### config.mk
export PLATFORM = sky130hd
export DESIGN_NAME = mem_stage
export DESIGN_NICKNAME = d
export VERILOG_FILES = /design/src/rtl/mem_stage_pkg.sv /design/src/rtl/mem_stage_lsu_align.sv /design/src/rtl/mem_stage.sv
export SDC_FILE = /design/constraint.sdc
export NUM_CORES = 1
export LEC_CHECK = 0
export ABC_AREA = 0
export ABC_CLOCK_PERIOD_IN_PS = 2180
export BUFFER_PORTS_ARGS = -buffer_cell sky130_fd_sc_hd__buf_4
export CORE_AREA = 2 2 151 153
export CTS_CLUSTER_SIZE = 40
export DETAILED_ROUTE_END_ITERATION = 7
export DIE_AREA = 0 0 153 155
export PLACE_DENSITY = 0.63
export RECOVER_POWER = 50
export SYNTH_ARGS = -nofsm -noshare
export SYNTH_HDL_FRONTEND = slang
export SYNTH_SLANG_ARGS = --single-unit
export TNS_END_PERCENT = 20
### constraint.sdc
create_clock -name clk -period 2.18 [get_ports clk]
set_input_delay 0 -clock clk [delete_from_list [all_inputs] [get_ports clk]]
set_output_delay 0 -clock clk [all_outputs]
set_load 0.01 [all_outputs]
### src/rtl/mem_stage_pkg.sv
// mem_stage_pkg: shared types for the memory-access stage.
//   - DATA_WIDTH / REG_ADDR_WIDTH / BE_WIDTH : datapath geometry
//   - mem_size_e  : load/store size encodings, equal to funct3
//   - mem_state_e : memory-stage FSM states
//   - wb_sel_e    : write-back source select carried down the pipe
//   - ex2mem_t    : EX/MEM bundle consumed by mem_stage
//   - mem2wb_t    : MEM/WB bundle produced by mem_stage (fields under .data)
package mem_stage_pkg;

    localparam int DATA_WIDTH     = 32;
    localparam int REG_ADDR_WIDTH = 5;
    localparam int BE_WIDTH       = DATA_WIDTH / 8;

    typedef enum logic [2:0] {
        MEM_BYTE  = 3'b000,
        MEM_HALF  = 3'b001,
        MEM_WORD  = 3'b010,
        MEM_BYTEU = 3'b100,
        MEM_HALFU = 3'b101
    } mem_size_e;

    typedef enum logic [1:0] {
        IDLE     = 2'd0,
        REQ      = 2'd1,
        WAIT_RSP = 2'd2
    } mem_state_e;

    typedef enum logic [1:0] {
        WB_ALU = 2'd0,
        WB_MEM = 2'd1,
        WB_PC4 = 2'd2
    } wb_sel_e;

    typedef struct packed {
        logic                      valid;
        logic [DATA_WIDTH-1:0]     alu_result;
        logic [DATA_WIDTH-1:0]     rs2_data;
        logic [2:0]                funct3;
        logic                      MemRead;
        logic                      MemWrite;
        wb_sel_e                   WBSel;
        logic [DATA_WIDTH-1:0]     pc_plus4;
        logic [DATA_WIDTH-1:0]     instruction;
        logic [REG_ADDR_WIDTH-1:0] rd_addr;
        logic                      RegWrite;
    } ex2mem_t;

    typedef struct packed {
        logic                      valid;
        logic [DATA_WIDTH-1:0]     alu_result;
        logic [DATA_WIDTH-1:0]     rd_data;
        logic [DATA_WIDTH-1:0]     pc_plus4;
        logic [DATA_WIDTH-1:0]     instruction;
        logic [REG_ADDR_WIDTH-1:0] rd_addr;
        logic                      RegWrite;
        wb_sel_e                   WBSel;
    } mem2wb_data_t;

    typedef struct packed {
        mem2wb_data_t data;
    } mem2wb_t;

    // Unsupported funct3 encodings are folded into the misaligned case so
    // they never reach the memory port.
    function automatic logic access_misaligned(input logic [2:0] funct3,
                                               input logic [1:0] offset);
        logic bad;
        case (funct3)
            MEM_BYTE, MEM_BYTEU: bad = 1'b0;
            MEM_HALF, MEM_HALFU: bad = offset[0];
            MEM_WORD:            bad = (offset != 2'b00);
            default:             bad = 1'b1;
        endcase
        return bad;
    endfunction

endpackage

### src/rtl/mem_stage_lsu_align.sv
// lsu_align: combinational load/store lane handling.
//   funct3     in  : access size / signedness
//   offset     in  : byte offset within the word (addr[1:0])
//   store_data in  : rs2 value to be stored
//   load_word  in  : full memory word returned for a load
//   be         out : byte enables for a store
//   wdata      out : store data replicated across byte lanes
//   load_data  out : extracted and sign/zero-extended load value
//   misalign   out : access misaligned or funct3 unsupported
module lsu_align
    import mem_stage_pkg::*;
(
    input  logic [2:0]            funct3,
    input  logic [1:0]            offset,
    input  logic [DATA_WIDTH-1:0] store_data,
    input  logic [DATA_WIDTH-1:0] load_word,
    output logic [BE_WIDTH-1:0]   be,
    output logic [DATA_WIDTH-1:0] wdata,
    output logic [DATA_WIDTH-1:0] load_data,
    output logic                  misalign
);

    logic [7:0]  load_byte;
    logic [15:0] load_half;

    // Replicating the data across lanes lets the byte enables alone pick
    // the destination lane; no data shifter is needed.
    always_comb begin
        be    = '0;
        wdata = store_data;
        case (funct3[1:0])
            2'b00: begin
                be    = BE_WIDTH'(4'b0001 << offset);
                wdata = {4{store_data[7:0]}};
            end
            2'b01: begin
                be    = BE_WIDTH'(4'b0011 << offset);
                wdata = {2{store_data[15:0]}};
            end
            2'b10: begin
                be    = '1;
                wdata = store_data;
            end
            default: begin
                be    = '0;
                wdata = store_data;
            end
        endcase
    end

    // Halfword accesses only reach memory when offset[0] = 0, so offset[1]
    // alone selects the half.
    assign load_byte = load_word[{offset, 3'b000} +: 8];
    assign load_half = load_word[{offset[1], 4'b0000} +: 16];

    always_comb begin
        load_data = '0;
        case (funct3)
            MEM_BYTE:  load_data = {{(DATA_WIDTH-8){load_byte[7]}}, load_byte};
            MEM_BYTEU: load_data = {{(DATA_WIDTH-8){1'b0}}, load_byte};
            MEM_HALF:  load_data = {{(DATA_WIDTH-16){load_half[15]}}, load_half};
            MEM_HALFU: load_data = {{(DATA_WIDTH-16){1'b0}}, load_half};
            MEM_WORD:  load_data = load_word;
            default:   load_data = '0;
        endcase
    end

    assign misalign = access_misaligned(funct3, offset);

endmodule

### src/rtl/mem_stage.sv
// mem_stage: memory-access stage of the 5-stage core.
//   clk, rst_n      : clock, asynchronous active-low reset
//   bus_in          : EX/MEM bundle (held stable by upstream while stall_o)
//   bus_out         : registered MEM/WB bundle (bus_out.data.*)
//   dmem_req_o/we_o : data-memory request / store flag
//   dmem_addr_o     : word-aligned address
//   dmem_wdata_o/be_o : lane-aligned store data / byte enables
//   dmem_gnt_i      : request accepted
//   dmem_rvalid_i   : load data valid (only honoured in WAIT_RSP)
//   dmem_rdata_i    : full memory word
//   stall_o         : hold upstream stages
//   misalign_o      : one-cycle pulse alongside a faulting instruction
module mem_stage
    import mem_stage_pkg::*;
(
    input  logic                  clk,
    input  logic                  rst_n,
    input  ex2mem_t               bus_in,
    output mem2wb_t               bus_out,
    output logic                  dmem_req_o,
    output logic                  dmem_we_o,
    output logic [DATA_WIDTH-1:0] dmem_addr_o,
    output logic [DATA_WIDTH-1:0] dmem_wdata_o,
    output logic [BE_WIDTH-1:0]   dmem_be_o,
    input  logic                  dmem_gnt_i,
    input  logic                  dmem_rvalid_i,
    input  logic [DATA_WIDTH-1:0] dmem_rdata_i,
    output logic                  stall_o,
    output logic                  misalign_o
);

    mem_state_e            state;
    logic                  is_mem;
    logic                  is_store;
    logic                  misalign;
    logic                  fault;
    logic                  mem_op;
    logic                  store_done;
    logic                  load_done;
    logic [BE_WIDTH-1:0]   be;
    logic [DATA_WIDTH-1:0] wdata;
    logic [DATA_WIDTH-1:0] load_data;

    lsu_align u_align (
        .funct3     (bus_in.funct3),
        .offset     (bus_in.alu_result[1:0]),
        .store_data (bus_in.rs2_data),
        .load_word  (dmem_rdata_i),
        .be         (be),
        .wdata      (wdata),
        .load_data  (load_data),
        .misalign   (misalign)
    );

    assign is_mem   = bus_in.MemRead | bus_in.MemWrite;
    assign is_store = bus_in.MemWrite;
    assign fault    = bus_in.valid & is_mem & misalign;
    assign mem_op   = bus_in.valid & is_mem & ~misalign;

    // Request is raised in the same cycle the access arrives, then held in
    // REQ; upstream keeps bus_in stable so the payload stays put. Reset
    // forces the combinational outputs low as well as the state.
    assign dmem_req_o   = rst_n & (((state == IDLE) & mem_op) | (state == REQ));
    assign dmem_we_o    = dmem_req_o & is_store;
    assign dmem_addr_o  = dmem_req_o ? {bus_in.alu_result[DATA_WIDTH-1:2], 2'b00} : '0;
    assign dmem_wdata_o = (dmem_req_o & is_store) ? wdata : '0;
    assign dmem_be_o    = (dmem_req_o & is_store) ? be : '0;

    // gnt in WAIT_RSP is ignored because req is low there; rvalid outside
    // WAIT_RSP never completes anything.
    assign store_done = dmem_req_o & dmem_gnt_i & is_store;
    assign load_done  = (state == WAIT_RSP) & dmem_rvalid_i;
    assign stall_o    = rst_n & mem_op & ~(store_done | load_done);

    always_ff @(posedge clk or negedge rst_n) begin
        if (!rst_n) begin
            state      <= IDLE;
            bus_out    <= '0;
            misalign_o <= 1'b0;
        end else begin
            case (state)
                IDLE: begin
                    if (mem_op) begin
                        if (dmem_gnt_i) state <= is_store ? IDLE : WAIT_RSP;
                        else            state <= REQ;
                    end
                end
                REQ: begin
                    if (dmem_gnt_i) state <= is_store ? IDLE : WAIT_RSP;
                end
                WAIT_RSP: begin
                    if (dmem_rvalid_i) state <= IDLE;
                end
                default: state <= IDLE;
            endcase

            misalign_o <= fault;

            if (stall_o || !bus_in.valid) begin
                bus_out <= '0;
            end else begin
                bus_out.data.valid       <= 1'b1;
                bus_out.data.alu_result  <= bus_in.alu_result;
                bus_out.data.rd_data     <= load_done ? load_data : '0;
                bus_out.data.pc_plus4    <= bus_in.pc_plus4;
                bus_out.data.instruction <= bus_in.instruction;
                bus_out.data.rd_addr     <= bus_in.rd_addr;
                bus_out.data.RegWrite    <= bus_in.RegWrite & ~fault;
                bus_out.data.WBSel       <= bus_in.WBSel;
            end
        end
    end

endmodule

==> out/qor.txt, run 1 <==
global-route wire length before repair -> 35.5 mm
Pwr per Cell Area -> 658 mW/mm²
FF-to-FF End -> state[1]
Peak VDD IR -> 0.423 mV
xor/xnor cell area share of the yosys netlist -> 0
Seq/Total Area, Yosys -> 0.593
CP startpoint -> state[0]
CTS Root Cell -> clkbuf_16
DR vias -> 6,262
Mean Syn Cell Area -> 11.0 µm²
Comb power frac -> 0.175
met3 Usage GRT -> 0.0423
Initial Util -> 0.266
P_int -> 4.98 mW
GR Util met2 -> 0.331
critical-path maximum fanout -> 13
area of the multi-input gates -> 0.00210 mm²
Async SR Flop Fraction -> 1.00
area share of and/or/nand/nor cells after synthesis -> 0.224
Switching Power -> 1.90 mW
RD Place Congestion -> 0.828
Compound-Gate Fraction of Synth Area -> 0.0811
Synth area leader -> dfrtp_1
largest family of logic cells by synthesized area -> simple AND/OR/NAND/NOR gates
# H-tree levels -> 4
initial antenna violation count -> 0
die width -> 153 µm
GR Layer Usage met1 -> 0.230
commonest non-fill, non-tap cell in the layout -> buf_4
Switching Fraction -> 0.276
CP Data Arrival Time -> 2020 ps
CTS Sinks -> 140
Avg WL per Cell -> 17.5 µm
status -> finished with violations
total grt overflow -> 0
TritonCTS buffer count -> 17
CTS tree -> built
Buffers on Ports -> 384
vias in the first global route -> 6,414
CTS resizes -> 0
number of routed nets with antenna violations -> 0
CP Data Required Time -> 2180 ps
HPWL Detailed -> 16.0 mm
clk_skew -> 7.99 ps
Synth area leaders -> dfrtp_1 (59%), and3_1 (14%), a21oi_1 (3.4%)
std cell rows -> 55
DRC -> 0
Post-DP Area -> 0.00899 mm²
fillcell total -> 2,123
Max-cap violations -> 0
fraction of layout instances using a drive strength above 1 -> 0.294
drt pass-1 iters -> 5
FF+latch count, synth -> 140
most frequent cells in the layout -> buf_4 (253), dfrtp_1 (140), dlygate4sd3_1 (139), clkbuf_1 (138), and3_1 (133)
R2R depth -> 5
CP Capture Point -> dmem_wdata_o[6]
Routed WL -> 23.5 mm
final setup vio count -> 0
clock latency on the worst-skew pair -> 420 ps
Synth Warn # -> 0
final worst-path cycle share -> 0.928
Reg area -> 0.00350 mm²
ant diodes -> 0
Synth top area share -> 0.593
Syn-to-layout area delta -> 77.0%
number of top-level pins -> 387
worst hold margin -> -1.45 ps
die area -> 0.0237 mm²
crit path launch type -> register
TNS Setup -> 0 ps
GRT Util Overall -> 0.190
Distinct cells, synth -> 40
final hold viol count -> 1
Die Ht -> 155 µm
Slew Viols, Final -> 0
GR peak layer -> met2
Most used DFF post-synth -> dfrtp_1
initial DRC count -> 503
FMAX -> 494 MHz
multiplexer area fraction after synthesis -> 0.0496
Slew HR -> 0.260
RSZ-0062 raised after global routing -> false
fin nets -> 1,218
reg2reg start -> state[0]
Syn Inst Count -> 539
largest net degree at the start of global routing -> 121
setup slack, reg-to-reg -> 210 ps
Worst Path Class, Setup -> register to output pin
Worst-path clk slew -> 70 ps
sequential power share -> 0.400
Clk pwr share -> 0.425
failing checks -> hold timing
total power -> 6.88 mW
transition time of the tightest slew-check pin -> 1110 ps
worst hold path type -> input pin to register
Core Footprint -> 0.0222 mm²
routed vias/inst -> 4.68
Cell Area, Synth -> 0.00591 mm²
area share of fa/ha/maj cells after synthesis -> 0
crit path time final -> 2020 ps
number of synthesized flops with an enable pin -> 0
critical path endpoint category -> output pin
Leakage -> 5.37 nW
post-layout instance area -> 0.0105 mm²
clock tree buffer depth -> 2
==> sequential cells by signal (all words and copies together) (netlist names) <==
register / count
bus_out: 137
misalign_o: 1
state: 2
==> layout make-up <==
cell class / instances / area share
Multi-Input combinational cell: 341 / 0.201
Timing Repair Buffer: 535 / 0.371
Tap cell: 285 / 0.0341
Sequential cell: 140 / 0.335
Clock inverter: 15 / 0.0164
Inverter: 5 / 0.00180
Clock buffer: 17 / 0.0407
==> metrics by stage <==
step                setup slack [ps]   util  hold WS (ps)  instances
detailed placement               427  0.405          -145       1167
floorplan                        732      -          -296        540
global route                    17.4  0.470          21.2       1338
finish                           156  0.470         -1.45       1338
global placement                 468  0.405          -149       1167
CTS                              141  0.494          1.45       1338
==> per-layer routing <==
layer | wire length, µm | up-vias
met5 | 0 | -
met4 | 653 | 0
met3 | 1700 | 50
met2 | 11800 | 336
met1 | 9340 | 2998
li1 | - | 2878
==> repair_timing <==
action                    in CTS  in global routing
hold endpoints to repair     157                  0
hold buffers                 139                  0
setup buffers                  0                  0
==> synthesized netlist by cell type (2+ instances only) <==
master	count
inv_1	5
o21ai_0	3
nor3b_1	2
a22oi_1	7
mux2_2	10
buf_4	3
nor2_1	39
a21oi_1	40
a222oi_1	7
or3_1	3
a21oi_2	5
or2_1	2
mux2i_1	18
clkbuf_1	33
a211oi_1	3
and2_1	10
dfrtp_1	140
buf_6	8
nand2_1	37
buf_2	8
nand2b_1	3
nor2b_1	3
and3_1	133
==> worst max-delay path, stage by stage, from the launching register on <==
cell and delay [ps]:
dfrtp_1 400, inv_1 90, a211o_1 440, inv_1 270, and2_1 260, buf_4 150
==> kinds of logic after synthesis <==
group | after synthesis
flops | 140
compound gates | 73
other cells | 1
simple gates | 238
buf+inv | 59
mux | 28
==> power by group through the flow <==
stage | clock network (mW) | logic [mW] | registers (mW)
after floorplan | 0 | 0.352 | 2.86
after global placement | 0 | 1.07 | 2.80
after detailed placement | 0 | 1.08 | 2.80
after CTS | 3.01 | 1.29 | 2.75
after global routing | 3.12 | 1.30 | 2.76
final | 2.92 | 1.21 | 2.75
==> worst min-delay path by stage <==
stage	to	start	cells past startpoint	slack, ps
floorplan	bus_out[0]	rst_n	0	-300
global placement	state[1]	rst_n	1	-150
detailed placement	state[0]	rst_n	1	-150
CTS	bus_out[90]	bus_in[75]	3	1
global route	bus_out[131]	rst_n	2	20
finish	misalign_o	bus_in[141]	3	-1
Power figures use the tool's default switching activity.
==> run 2, diff against run 1 <==
Settings changed: RECOVER_POWER 50 to unset.
==> run 2 against run 1 <==
  * Non-clock buffer count stayed put
  * Critical path type unchanged
  * Die area stayed put
  * Largest cell class unchanged
  * Clock skew hardly changed
  * Highest routed layer unchanged
  * The run still ends with hold timing left
==> out/qor.txt, run 2 (same netlist as run 1, synthesis figures left out) <==
CP Data Required Time -> 2180 ps (about the same)
transition time of the tightest slew-check pin -> 849 ps (was 1110 ps)
TNS Setup -> 0 ps (unchanged)
Die Ht -> 155 µm (unchanged)
P_int -> 5.08 mW (was 4.98 mW)
clock tree buffer depth -> 2 (unchanged)
number of routed nets with antenna violations -> 0 (unchanged)
CP Data Arrival Time -> 2020 ps (about the same)
critical-path maximum fanout -> 13 (unchanged)
Min-Delay Startpoint -> bus_in[141] (unchanged)
most frequent cells in the layout -> buf_4 (392), dfrtp_1 (140), dlygate4sd3_1 (139), and3_1 (133), a21oi_1 (40) (was buf_4 (253), dfrtp_1 (140), dlygate4sd3_1 (139), clkbuf_1 (138), and3_1 (133))
Avg WL per Cell -> 17.5 µm (about the same)
Worst-path clk slew -> 70 ps (about the same)
worst hold margin -> -11.7 ps (was -1.45 ps)
WHS Path Cells -> 3 (unchanged)
Setup Fix Bufs, Post-CTS -> 0 (unchanged)
initial DRC count -> 481 (was 503)
fraction of layout instances using a drive strength above 1 -> 0.425 (was 0.294)
Clk pwr share -> 0.419 (was 0.425)
TritonCTS buffer count -> 17 (unchanged)
number of top-level pins -> 387 (unchanged)
R2R depth -> 5 (unchanged)
Syn-to-layout area delta -> 86.0% (was 77.0%)
biggest regs -> bus_out: 137 flops, state: 2 flops, misalign_o: 1 flops (unchanged)
reg2reg start -> state[1] (was state[0])
CTS Sinks -> 140 (unchanged)
global-route wire length before repair -> 35.5 mm (unchanged)
Routed WL -> 23.4 mm (was 23.5 mm)
most frequent CP cell -> inv_1 (unchanged)
clock latency on the worst-skew pair -> 410 ps (was 420 ps)
HPWL Detailed -> 16.0 mm (unchanged)
Slowest cell on crit path -> a211o_1 (unchanged)
RSZ-0062 raised after global routing -> false (unchanged)
vias in the first global route -> 6,414 (unchanged)
Leakage -> 5.93 nW (was 5.37 nW)
FMAX -> 494 MHz (about the same)
CP peak stage delay -> 440 ps (about the same)
die width -> 153 µm (unchanged)
sequential power share -> 0.394 (was 0.400)
CTS tree -> built (unchanged)
Worst Path Class, Setup -> register to output pin (unchanged)
failing checks -> hold timing (unchanged)
commonest non-fill, non-tap cell in the layout -> buf_4 (unchanged)
total grt overflow -> 0 (unchanged)
std cell rows -> 55 (unchanged)
final worst-path cycle share -> 0.929 (was 0.928)
Slew HR -> 0.434 (was 0.260)
DRC -> 0 (unchanged)
largest net degree at the start of global routing -> 121 (unchanged)
worst hold path type -> input pin to register (unchanged)
GRT Util Overall -> 0.190 (unchanged)
# hold bufs at CTS -> 139 (unchanged)
Largest register FFs -> 137 (unchanged)
Max-cap violations -> 0 (unchanged)
die area -> 0.0237 mm² (unchanged)
Peak VDD IR -> 0.424 mV (was 0.423 mV)
routed vias/inst -> 4.67 (was 4.68)
Slew Viols, Final -> 0 (unchanged)
Switching Fraction -> 0.272 (was 0.276)
initial antenna violation count -> 0 (unchanged)
crit path time final -> 2020 ps (about the same)
crit path launch type -> register (unchanged)
Pwr per Cell Area -> 635 mW/mm² (was 658 mW/mm²)
Initial Util -> 0.266 (unchanged)
final hold viol count -> 1 (unchanged)
Core Footprint -> 0.0222 mm² (unchanged)
CTS Root Cell -> clkbuf_16 (unchanged)
# H-tree levels -> 4 (unchanged)
DR vias -> 6,253 (was 6,262)
CP startpoint -> state[0] (unchanged)
ant diodes -> 0 (unchanged)
final setup vio count -> 0 (unchanged)
clk_skew -> 7.56 ps (was 7.99 ps)
Switching Power -> 1.90 mW (about the same)
fin nets -> 1,218 (unchanged)
critical path endpoint category -> output pin (unchanged)
Buffers on Ports -> 384 (unchanged)
CTS resizes -> 0 (unchanged)
Top reg by flops -> bus_out (unchanged)
Comb power frac -> 0.186 (was 0.175)
drt pass-1 iters -> 5 (unchanged)
RD Place Congestion -> 0.828 (unchanged)
critical path, cell by cell -> inv_1, a211o_1, inv_1, and2_1, buf_4 (unchanged)
status -> finished with violations (unchanged)
==> run 2: area by class of cell <==
class / count / area, µm²
fill: 1952 / 11200
clock buffer: 17 / 425
timing repair buffer: 535 / 4410
multi-input combinational: 341 / 2100
clock inverter: 15 / 171
tap: 285 / 357
inverter: 5 / 18.8
sequential: 140 / 3500
==> run 2: worst paths after layout <==
kind / end / slack [ps]
max: dmem_wdata_o[6] / 160
min: misalign_o / -10
max reg2reg: bus_out[27] / 400
min reg2reg: state[0] / 900
max in group asynchronous: bus_out[92] / 830
min in group asynchronous: state[0] / 30
==> run 2: per-layer routing <==
layer,routed length [µm],up-vias,share of wire,global-route usage
li1,-,2873,-,-
met1,9270,2986,0.40,0.230
met2,11800,350,0.51,0.331
met3,1670,44,0.071,0.0423
met4,610,0,0.026,0.0701
met5,0,-,0,0
==> run 2: through the flow <==
step           power, mW  instance area (µm²)   util  setup slack [ps]  std cells
2_1_floorplan       3.21                 5910      -               732        540
3_3_place_gp        3.87                 8990  0.405               468       1167
3_5_place_dp        3.88                 8990  0.405               427       1167
4_1_cts             7.06                11000  0.494               141       1338
5_1_grt             7.28                11000  0.494              17.4       1338
6_report            6.98                11000  0.494               155       1338
==> run 2: power by group through the flow <==
stage | Clock (mW) | Sequential [mW] | Combinational (mW)
after floorplan | 0 | 2.86 | 0.352
after global placement | 0 | 2.80 | 1.07
after detailed placement | 0 | 2.80 | 1.08
after CTS | 3.01 | 2.75 | 1.29
after global routing | 3.12 | 2.76 | 1.40
final | 2.92 | 2.75 | 1.30
==> run 2: worst max-delay path, delay by kind of cell (launching register included) <==
family,cells,cell delay [ps]
flops,1,400
compound gates,1,440
buf+inv,3,520
simple gates,1,260
